`config.mk`:
```
export PLATFORM = sky130hd
export DESIGN_NAME = ex2mem_skid
export DESIGN_NICKNAME = d
export VERILOG_FILES = /design/src/rtl/ex2mem_skid_pkg.sv /design/src/rtl/ex2mem_slot.sv /design/src/rtl/ex2mem_skid.sv
export SDC_FILE = /design/constraint.sdc
export NUM_CORES = 1
export LEC_CHECK = 0
export BUFFER_PORTS_ARGS = -buffer_cell sky130_fd_sc_hd__clkbuf_2
export CORE_MARGIN = 5
export CORE_UTILIZATION = 48
export CTS_CLUSTER_DIAMETER = 200
export DETAILED_ROUTE_END_ITERATION = 16
export HOLD_SLACK_MARGIN = 0.06
export PLACE_DENSITY = 0.77
export SKIP_CTS_REPAIR_TIMING = 1
export SLEW_MARGIN = 20
export SYNTH_ARGS = -nofsm -noshare
export SYNTH_HDL_FRONTEND = slang
export SYNTH_SLANG_ARGS = --single-unit
export TNS_END_PERCENT = 1
```
`constraint.sdc`:
```
create_clock -name clk -period 1.7 [get_ports clk]
set_input_delay 0.255 -clock clk [delete_from_list [all_inputs] [get_ports clk]]
set_output_delay 0.255 -clock clk [all_outputs]
set_load 0.02 [all_outputs]
```
`src/rtl/ex2mem_skid_pkg.sv`:
```
`default_nettype none
// ============================================================================
// Module      : ex2mem_skid_pkg
// Description : Shared constants for the EX->MEM skid register: FSM state
//               encodings, payload field widths and the bubble instruction.
// Revision    : 1.0 - initial release
// ============================================================================
package ex2mem_skid_pkg;

   // FSM states, named by the number of entries held
   localparam logic [1:0] EX2MEM_EMPTY = 2'd0;
   localparam logic [1:0] EX2MEM_BUSY  = 2'd1;
   localparam logic [1:0] EX2MEM_FULL  = 2'd2;

   localparam logic [31:0] NOP_INST  = 32'h0000_0013;  // addi x0,x0,0
   localparam int          INST_W    = 32;
   localparam int          RD_W      = 5;
   localparam int          WIDTH_W   = 3;
   localparam int          CTRL_W    = 4;              // reg_w, data_sel, mem_read, mem_write

   // Packed payload width for a given datapath width
   function automatic int payload_w(input int xlen);
      return INST_W + 3 * xlen + RD_W + WIDTH_W + CTRL_W;
   endfunction

endpackage
`default_nettype wire

```
`src/rtl/ex2mem_slot.sv`:
```
`default_nettype none
// ============================================================================
// Module      : ex2mem_slot
// Description : One payload register of the skid buffer. Loads d_i, or is
//               forced back to the bubble pattern (clear wins over load).
// Revision    : 1.0 - initial release
// ============================================================================
module ex2mem_slot
   import ex2mem_skid_pkg::*;
#(
   parameter int            PW     = 8,
   parameter logic [PW-1:0] BUBBLE = '0
) (
   input  logic          clk,
   input  logic          rst_n,
   input  logic          load_i,
   input  logic          clear_i,
   input  logic [PW-1:0] d_i,
   output logic [PW-1:0] q_o
);

   logic [PW-1:0] data_q;
   logic [PW-1:0] data_d;

   // Next payload: bubble on clear, new data on load, otherwise hold
   always_comb begin
      data_d = data_q;
      if (clear_i) begin
         data_d = BUBBLE;
      end else if (load_i) begin
         data_d = d_i;
      end
   end

   // Payload storage, bubble on reset
   always_ff @(posedge clk or negedge rst_n) begin
      if (!rst_n) begin
         data_q <= BUBBLE;
      end else begin
         data_q <= data_d;
      end
   end

   assign q_o = data_q;

endmodule
`default_nettype wire

```
`src/rtl/ex2mem_skid.sv`:
```
`default_nettype none
// ============================================================================
// Module      : ex2mem_skid
// Description : EX->MEM pipeline register with a 2-entry skid buffer. MAIN
//               is always the head presented to MEM; SKID catches the one
//               extra instruction accepted while MEM stalls. Ready is a flop.
// Revision    : 1.0 - initial release
// ============================================================================
module ex2mem_skid
   import ex2mem_skid_pkg::*;
#(
   parameter int          XLEN        = 32,
   parameter logic [31:0] BUBBLE_INST = NOP_INST
) (
   input  logic            clk,
   input  logic            rst_n,
   input  logic            flush_i,
   input  logic            ex_valid_i,
   output logic            ex_ready_o,
   input  logic [31:0]     inst_i,
   input  logic [XLEN-1:0] pc_wb_i,
   input  logic [XLEN-1:0] alu_result_i,
   input  logic [XLEN-1:0] store_data_i,
   input  logic [4:0]      rd_i,
   input  logic [2:0]      wr_width_i,
   input  logic            reg_w_ctrl_i,
   input  logic            reg_w_data_sel_i,
   input  logic            mem_read_ctrl_i,
   input  logic            mem_write_ctrl_i,
   output logic            mem_valid_o,
   input  logic            mem_ready_i,
   output logic [31:0]     inst_o,
   output logic [XLEN-1:0] pc_wb_o,
   output logic [XLEN-1:0] alu_result_o,
   output logic [XLEN-1:0] store_data_o,
   output logic [4:0]      rd_o,
   output logic [2:0]      wr_width_o,
   output logic            reg_w_ctrl_o,
   output logic            reg_w_data_sel_o,
   output logic            mem_read_ctrl_o,
   output logic            mem_write_ctrl_o,
   output logic [4:0]      fwd_rd_o
);

   localparam int PW = payload_w(XLEN);
   // Bubble: NOP instruction, regfile write disabled (active low = 1), rest 0
   localparam logic [PW-1:0] BUBBLE_PL =
      {BUBBLE_INST, {(3 * XLEN + RD_W + WIDTH_W) {1'b0}}, 1'b1, 3'b000};

   logic [1:0]    state_q, state_d;
   logic          ready_q, ready_d;
   logic          accept, drain;
   logic          main_load, main_from_skid, main_clr;
   logic          skid_load, skid_clr;
   logic [PW-1:0] in_pl, main_d_pl, main_pl, skid_pl;

   assign in_pl = {inst_i, pc_wb_i, alu_result_i, store_data_i, rd_i, wr_width_i,
                   reg_w_ctrl_i, reg_w_data_sel_i, mem_read_ctrl_i, mem_write_ctrl_i};

   assign mem_valid_o = (state_q != EX2MEM_EMPTY);
   assign ex_ready_o  = ready_q;
   assign accept      = ex_valid_i & ready_q;
   assign drain       = mem_valid_o & mem_ready_i;

   // Occupancy FSM and slot steering; flush overrides any accept
   always_comb begin
      state_d        = state_q;
      main_load      = 1'b0;
      main_from_skid = 1'b0;
      main_clr       = 1'b0;
      skid_load      = 1'b0;
      skid_clr       = 1'b0;
      if (flush_i) begin
         state_d  = EX2MEM_EMPTY;
         main_clr = 1'b1;
         skid_clr = 1'b1;
      end else begin
         case (state_q)
            EX2MEM_EMPTY: begin
               if (accept) begin
                  main_load = 1'b1;
                  state_d   = EX2MEM_BUSY;
               end
            end
            EX2MEM_BUSY: begin
               if (accept && drain) begin
                  main_load = 1'b1;
               end else if (accept) begin
                  skid_load = 1'b1;
                  state_d   = EX2MEM_FULL;
               end else if (drain) begin
                  main_clr  = 1'b1;
                  state_d   = EX2MEM_EMPTY;
               end
            end
            EX2MEM_FULL: begin
               if (drain) begin
                  main_load      = 1'b1;
                  main_from_skid = 1'b1;
                  skid_clr       = 1'b1;
                  state_d        = EX2MEM_BUSY;
               end
            end
            default: begin
               state_d  = EX2MEM_EMPTY;
               main_clr = 1'b1;
               skid_clr = 1'b1;
            end
         endcase
      end
      ready_d = (state_d != EX2MEM_FULL);
   end

   // State and registered ready
   always_ff @(posedge clk or negedge rst_n) begin
      if (!rst_n) begin
         state_q <= EX2MEM_EMPTY;
         ready_q <= 1'b1;
      end else begin
         state_q <= state_d;
         ready_q <= ready_d;
      end
   end

   assign main_d_pl = main_from_skid ? skid_pl : in_pl;

   ex2mem_slot #(.PW(PW), .BUBBLE(BUBBLE_PL)) u_main (
      .clk     (clk),
      .rst_n   (rst_n),
      .load_i  (main_load),
      .clear_i (main_clr),
      .d_i     (main_d_pl),
      .q_o     (main_pl)
   );

   ex2mem_slot #(.PW(PW), .BUBBLE(BUBBLE_PL)) u_skid (
      .clk     (clk),
      .rst_n   (rst_n),
      .load_i  (skid_load),
      .clear_i (skid_clr),
      .d_i     (in_pl),
      .q_o     (skid_pl)
   );

   // MAIN is always the head; it holds the bubble whenever it is empty
   assign {inst_o, pc_wb_o, alu_result_o, store_data_o, rd_o, wr_width_o,
           reg_w_ctrl_o, reg_w_data_sel_o, mem_read_ctrl_o, mem_write_ctrl_o} = main_pl;

   assign fwd_rd_o = (mem_valid_o && !reg_w_ctrl_o) ? rd_o : 5'd0;

endmodule
`default_nettype wire
```
==> results of run 1 <==
metrics by stage:
step / cell area, um^2 / setup slack, ns / hold slack [ns] / util / power (mW)
floorplan: 11970 / 0.1008 / -0.04059 / - / 8.518
global placement: 14210 / 0.04845 / 0.1678 / 0.5809 / 9.563
detailed placement: 14210 / 0.007366 / 0.1692 / 0.5809 / 9.595
CTS: 15140 / -0.4989 / -0.3958 / 0.6190 / 15.80
global route: 16890 / -0.1520 / 0.1655 / 0.6903 / 16.70
finish: 16890 / -0.1260 / 0.1576 / 0.6903 / 16.07
kinds of logic after synthesis:
| group | synth area share |
|---|---|
| multiplexers | 0.1137 |
| AND/OR/NAND/NOR | 0.01370 |
| buffers and inverters | 0.04683 |
| XOR/XNOR | 0.0007319 |
| AO/OA/AOI/OAI | 0.2324 |
| flip-flops | 0.5926 |
cell type report:
class / count / area (um^2) / area share
Sequential cell: 283 / 7096 / 0.4202
Multi-Input combinational cell: 458 / 4559 / 0.2700
Timing Repair Buffer: 498 / 3870 / 0.2292
Clock buffer: 42 / 854.6 / 0.05061
Tap cell: 324 / 405.4 / 0.02401
Clock inverter: 10 / 78.83 / 0.004668
Inverter: 6 / 22.52 / 0.001334
state kept, by name, indices dropped and copies added (netlist names):
name        count
u_main.q_o    140
u_skid.q_o    140
state_q         2
ex_ready_o      1
report_power, final:
part           leakage (nW)  switching, mW  internal (mW)
Clock                 0.470           2.57           3.62
Sequential             3.82          0.282           7.10
Combinational          3.57           1.43           1.07
cells in the mapped netlist, drive strengths merged, types with 4 or more instances:
master / number / area [um^2]
nor3: 5 / 25.02
mux2i: 136 / 1361
inv: 6 / 22.52
buf: 73 / 523.0
dfstp: 9 / 236.5
o21ai: 5 / 28.78
o2bb2ai: 136 / 1441
clkbuf: 4 / 15.01
a21oi: 7 / 38.79
and2: 5 / 31.28
nand2: 6 / 22.52
dfrtp: 274 / 6857
a22o: 136 / 1191
a2bb2oi: 5 / 50.04
nor2: 4 / 25.03
worst min path at each step:
stage,end,cells past startpoint,start
floorplan,state_q[0]$_DFF_PN0_,0,rst_n
global placement,u_main.q_o[24]$_DFFE_PN0P_,1,rst_n
detailed placement,u_main.q_o[24]$_DFFE_PN0P_,1,rst_n
CTS,u_skid.q_o[25]$_DFFE_PN0P_,1,rst_n
global route,state_q[0]$_DFF_PN0_,3,flush_i
finish,state_q[0]$_DFF_PN0_,3,flush_i
metal layers:
layer | track usage | wire [um] | vias up
met1 | 0.3026 | 14370 | 4794
li1 | - | - | 4097
met2 | 0.3407 | 17310 | 396
met3 | 0.03798 | 2014 | 72
met5 | 0 | 0 | -
met4 | 0.04270 | 952 | 0
critical path: stages, from the launching register on:
cell and delay (ns):
dfrtp_2 0.42, buf_4 0.17, and4bb_4 0.35, buf_12 0.16
buf_12 0.18, mux2i_1 0.29, o2bb2ai_1 0.12
==> results.yml, run 1 <==
cts:
  cts_sinks: 283
  cts_tree: "done"
  cts_root_buf: "clkbuf_16"
  cts_made_buffers: 29
  clockBufferDepth: 3
  insertion_delay_ns: 0.53
  clk_pin_slew_worst_paths_ns: 0.06
  htreeDepth: 1
place:
  dp_hpwl_um: 20420
  routabilityCongestion: 0.7876
  io_buffers: 291
  numPlacedInstances: 1423
global_routing:
  antenna_found_initial: 0
  track_usage: 0.2107
  grt_pass1_vias: 9011
  overflow: 0
  grt_max_degree: 75
  grt_pass1_wl_um: 49360
setup_path:
  r2r-start: "state_q[0]$_DFF_PN0_"
  r2r_cells: 6
  r2r_slack_ns: -0.13
  cp-startpoint: "state_q[0]$_DFF_PN0_"
  endpoint: "u_main.q_o[32]$_DFFE_PN0P_"
  r2r_end: "u_main.q_o[32]$_DFFE_PN0P_"
  critPathKind: "flop to flop"
  crit_path_max_fanout: 16
  arrival_ns: 2.22
  worstSetupEndpointType: "flop"
  worstSetupStartpointType: "flop"
  required_ns: 2.10
timing:
  setup_slack_ns: -0.1260
  tightest_slew_ns: 0.3775
  finalHoldViolations: 0
  finalClockSkew_ns: 0.009918
  period_minus_slack_ns: 1.826
  fmax_mhz: 547.7
  slew_headroom: 0.7483
  rsz0062_at_grt: "true"
  fin_setup_tns_ns: -2.625
  period_share: 1.074
  slew_viol_final: 0
  setup_viol: 94
floorplan:
  num_io_pins: 292
  num_rows: 57
  die_height_um: 167.9
  core_um2: 24460
  die_area_um2: 28190
  start_util: 0.4893
  die_w_um: 167.9
detailed_routing:
  drc: 0
  wl_per_cell_um: 21.37
  drt_wl_total_um: 34650
  drt-pass1-iter-count: 5
  vias: 9359
  ant_nets: 0
  viasPerCell: 5.774
  drt_iter0_markers: 729
pwr:
  ir_drop_mv: 0.6971
  p_per_area_nw_per_um2: 951.8
  leakage_nw: 7.861
finish:
  layout_common_cells: "285 x clkbuf_2, 272 x dfrtp_1, 141 x dlygate4sd3_1, 136 x a22o_1, 124 x mux2i_1"
  antenna_cells: 0
  drive_gt1_frac: 0.3909
  final_common_cell: "clkbuf_2"
  n_fill_cell: 1567
  fin_nets: 1421
  final_cell_count_no_fill: 1621
  syn_to_final_growth_pct: 41.08
synthesis:
  yosys_warnings: 0
  synthArstFlopShare: 1.000
  yosysSeqAreaShare: 0.5926
  synth_seq_cells: 283
  postSynthCellCount: 824
  synth-main-ff-cell: "dfrtp_1"
  syn_nets: 969
  synth_edf_count: 0
  avgSynthCellArea_um2: 14.53
  syn_area_um2: 11970
  synth.distinct_cells: 35
outcome:
  violations: "setup timing"
  status: "finished with violations"
run:
  drv_cap: 0
hold_path:
  hold_path.class: "input pin to flop"
No activity file was read; power rests on OpenSTA's default activity.
==> run 2: changes to the inputs <==
--- a/config.mk
+++ b/config.mk
@@ -11,6 +11,7 @@
 export CTS_CLUSTER_DIAMETER = 200
 export DETAILED_ROUTE_END_ITERATION = 16
 export HOLD_SLACK_MARGIN = 0.06
+export MAX_ROUTING_LAYER = met4
 export PLACE_DENSITY = 0.77
 export SKIP_CTS_REPAIR_TIMING = 1
 export SLEW_MARGIN = 20
==> run 2 against run 1 <==
  * The flow still finishes with violations (setup timing)
  * Die area stayed put
  * Fmax is 0.45% lower
  * Worst hold slack worse by 0.0029 ns
  * Via count is 0.32% higher
  * Clock skew is 0.0012 ns lower
  * Core utilization hardly changed
  * Combinational power hardly changed
  * Flip-flop and latch count stayed put
  * Sequential power hardly changed
  * Final cell count stayed put
  * Register-to-register slack hardly changed
==> results.yml, run 2 (synthesized netlist as in run 1, its figures left out) <==
finish:
  layout_common_cells: "285 x clkbuf_2, 272 x dfrtp_1, 141 x dlygate4sd3_1, 136 x a22o_1, 125 x mux2i_1"
  antenna_cells: 0
  final_core_util: 0.6901
  syn_to_final_growth_pct: 41.05
  final_area_um2: 16880
  fin_nets: 1421
  final_cell_count_no_fill: 1621
  final_common_cell: "clkbuf_2"
  n_fill_cell: 1565
  drive_gt1_frac: 0.3901
pwr:
  ir_drop_mv: 0.7002
  intPower_mw: 11.79
  p_per_area_nw_per_um2: 952.5
  comb_power_share: 0.155
  leakage_nw: 7.858
  p_sw_frac: 0.2668
  power_frac_seq: 0.459
  switching_power_mw: 4.290
  power_frac_clock: 0.386
  power.total_mw: 16.08
setup_path:
  crit_path_max_fanout: 16
  r2r_slack_ns: -0.13
  r2r-start: "state_q[0]$_DFF_PN0_"
  r2r_end: "u_main.q_o[32]$_DFFE_PN0P_"
  worstSetupStartpointType: "flop"
  r2r_cells: 6
  critPathKind: "flop to flop"
  arrival_ns: 2.23
  worstSetupEndpointType: "flop"
  required_ns: 2.10
detailed_routing:
  wl_per_cell_um: 21.35
  drt-pass1-iter-count: 5
  drc: 0
  drt_iter0_markers: 745
  vias: 9389
  ant_nets: 0
  drt_wl_total_um: 34610
  viasPerCell: 5.792
global_routing:
  track_usage: 0.2171
  antenna_found_initial: 0
  grt_pass1_wl_um: 49310
  overflow: 0
  grt_pass1_vias: 9002
  grt_max_degree: 75
hold_path:
  hold_path.class: "input pin to flop"
  min_from: "flush_i"
  min_to: "state_q[0]$_DFF_PN0_"
  hold_depth: 3
outcome:
  violations: "setup timing"
  status: "finished with violations"
place:
  dp_hpwl_um: 20420
  placed_area_um2: 14210
  numPlacedInstances: 1423
  routabilityCongestion: 0.7987
  io_buffers: 291
cts:
  cts_sinks: 283
  clk_pin_slew_worst_paths_ns: 0.06
  cts_root_buf: "clkbuf_16"
  htreeDepth: 1
  cts_made_buffers: 29
  clockBufferDepth: 3
  insertion_delay_ns: 0.52
  cts_tree: "done"
timing:
  whs_ns: 0.1546
  period_minus_slack_ns: 1.834
  fmax_mhz: 545.2
  finalHoldViolations: 0
  rsz0062_at_grt: "true"
  slew_headroom: 0.7386
  slew_viol_final: 0
  tightest_slew_ns: 0.3921
  setup_viol: 110
  setup_slack_ns: -0.1343
  finalClockSkew_ns: 0.008681
  period_share: 1.079
floorplan:
  start_util: 0.4893
  die_w_um: 167.9
  die_height_um: 167.9
  num_rows: 57
  die_area_um2: 28190
  core_um2: 24460
  num_io_pins: 292
run:
  drv_cap: 0
==> run 2: cell counts in the layout (fill, tap and decap cells not counted) <==
No cell type changed its count.
==> run 2: critical path, stage by stage (launching register included) <==
cell,delay (ns)
dfrtp_2,0.42
buf_4,0.17
and4bb_4,0.35
buf_12,0.16
buf_12,0.18
mux2i_1,0.29
o2bb2ai_1,0.12
==> run 2: area by class of cell <==
type	instances	area, um^2	area share
flip-flops and latches	283	7096	0.4203
multi-input cells	458	4556	0.2698
repair buffers	498	3870	0.2292
clock buffers	42	854.6	0.05062
well taps	324	405.4	0.02401
clock inverters	10	78.83	0.004669
inverters	6	22.52	0.001334
==> run 2: worst max-delay path by stage <==
stage	startpoint	end	slack, ns
global placement	state_q[0]$_DFF_PN0_	u_main.q_o[48]$_DFFE_PN0P_	0.05
global route	state_q[1]$_DFF_PN0_	fwd_rd_o[1]	-0.15
floorplan	ex_ready_o$_DFF_PN1_	u_skid.q_o[0]$_DFFE_PN0P_	0.10
finish	state_q[0]$_DFF_PN0_	u_main.q_o[32]$_DFFE_PN0P_	-0.13
CTS	state_q[0]$_DFF_PN0_	fwd_rd_o[1]	-0.50
detailed placement	state_q[0]$_DFF_PN0_	u_main.q_o[64]$_DFFE_PN0P_	0.007
==> run 2: power by group through the flow <==
stage | combinational (mW) | clock (mW) | sequential, mW
final | 2.50 | 6.20 | 7.38
after global routing | 2.67 | 6.61 | 7.41
after CTS | 2.14 | 6.31 | 7.36
after detailed placement | 2.13 | 0 | 7.46
after global placement | 2.10 | 0 | 7.46
after floorplan | 0.773 | 0 | 7.75
==> run 2: per-layer routing <==
layer  wire (um)  share of wire  track usage
met1       14210           0.41       0.3072
met2       17340           0.50       0.3407
met5           0              0            -
met4         928          0.027      0.04199
met3        2133          0.062      0.03212
==> run 2: metrics by stage <==
| stage | TNS [ns] | setup WS, ns |
|---|---|---|
| after global placement | 0 | 0.04845 |
| after global routing | -12.68 | -0.1520 |
| after floorplan | 0 | 0.1008 |
| after detailed placement | 0 | 0.007366 |
| after CTS | -2.508 | -0.4989 |
| final | -2.736 | -0.1343 |
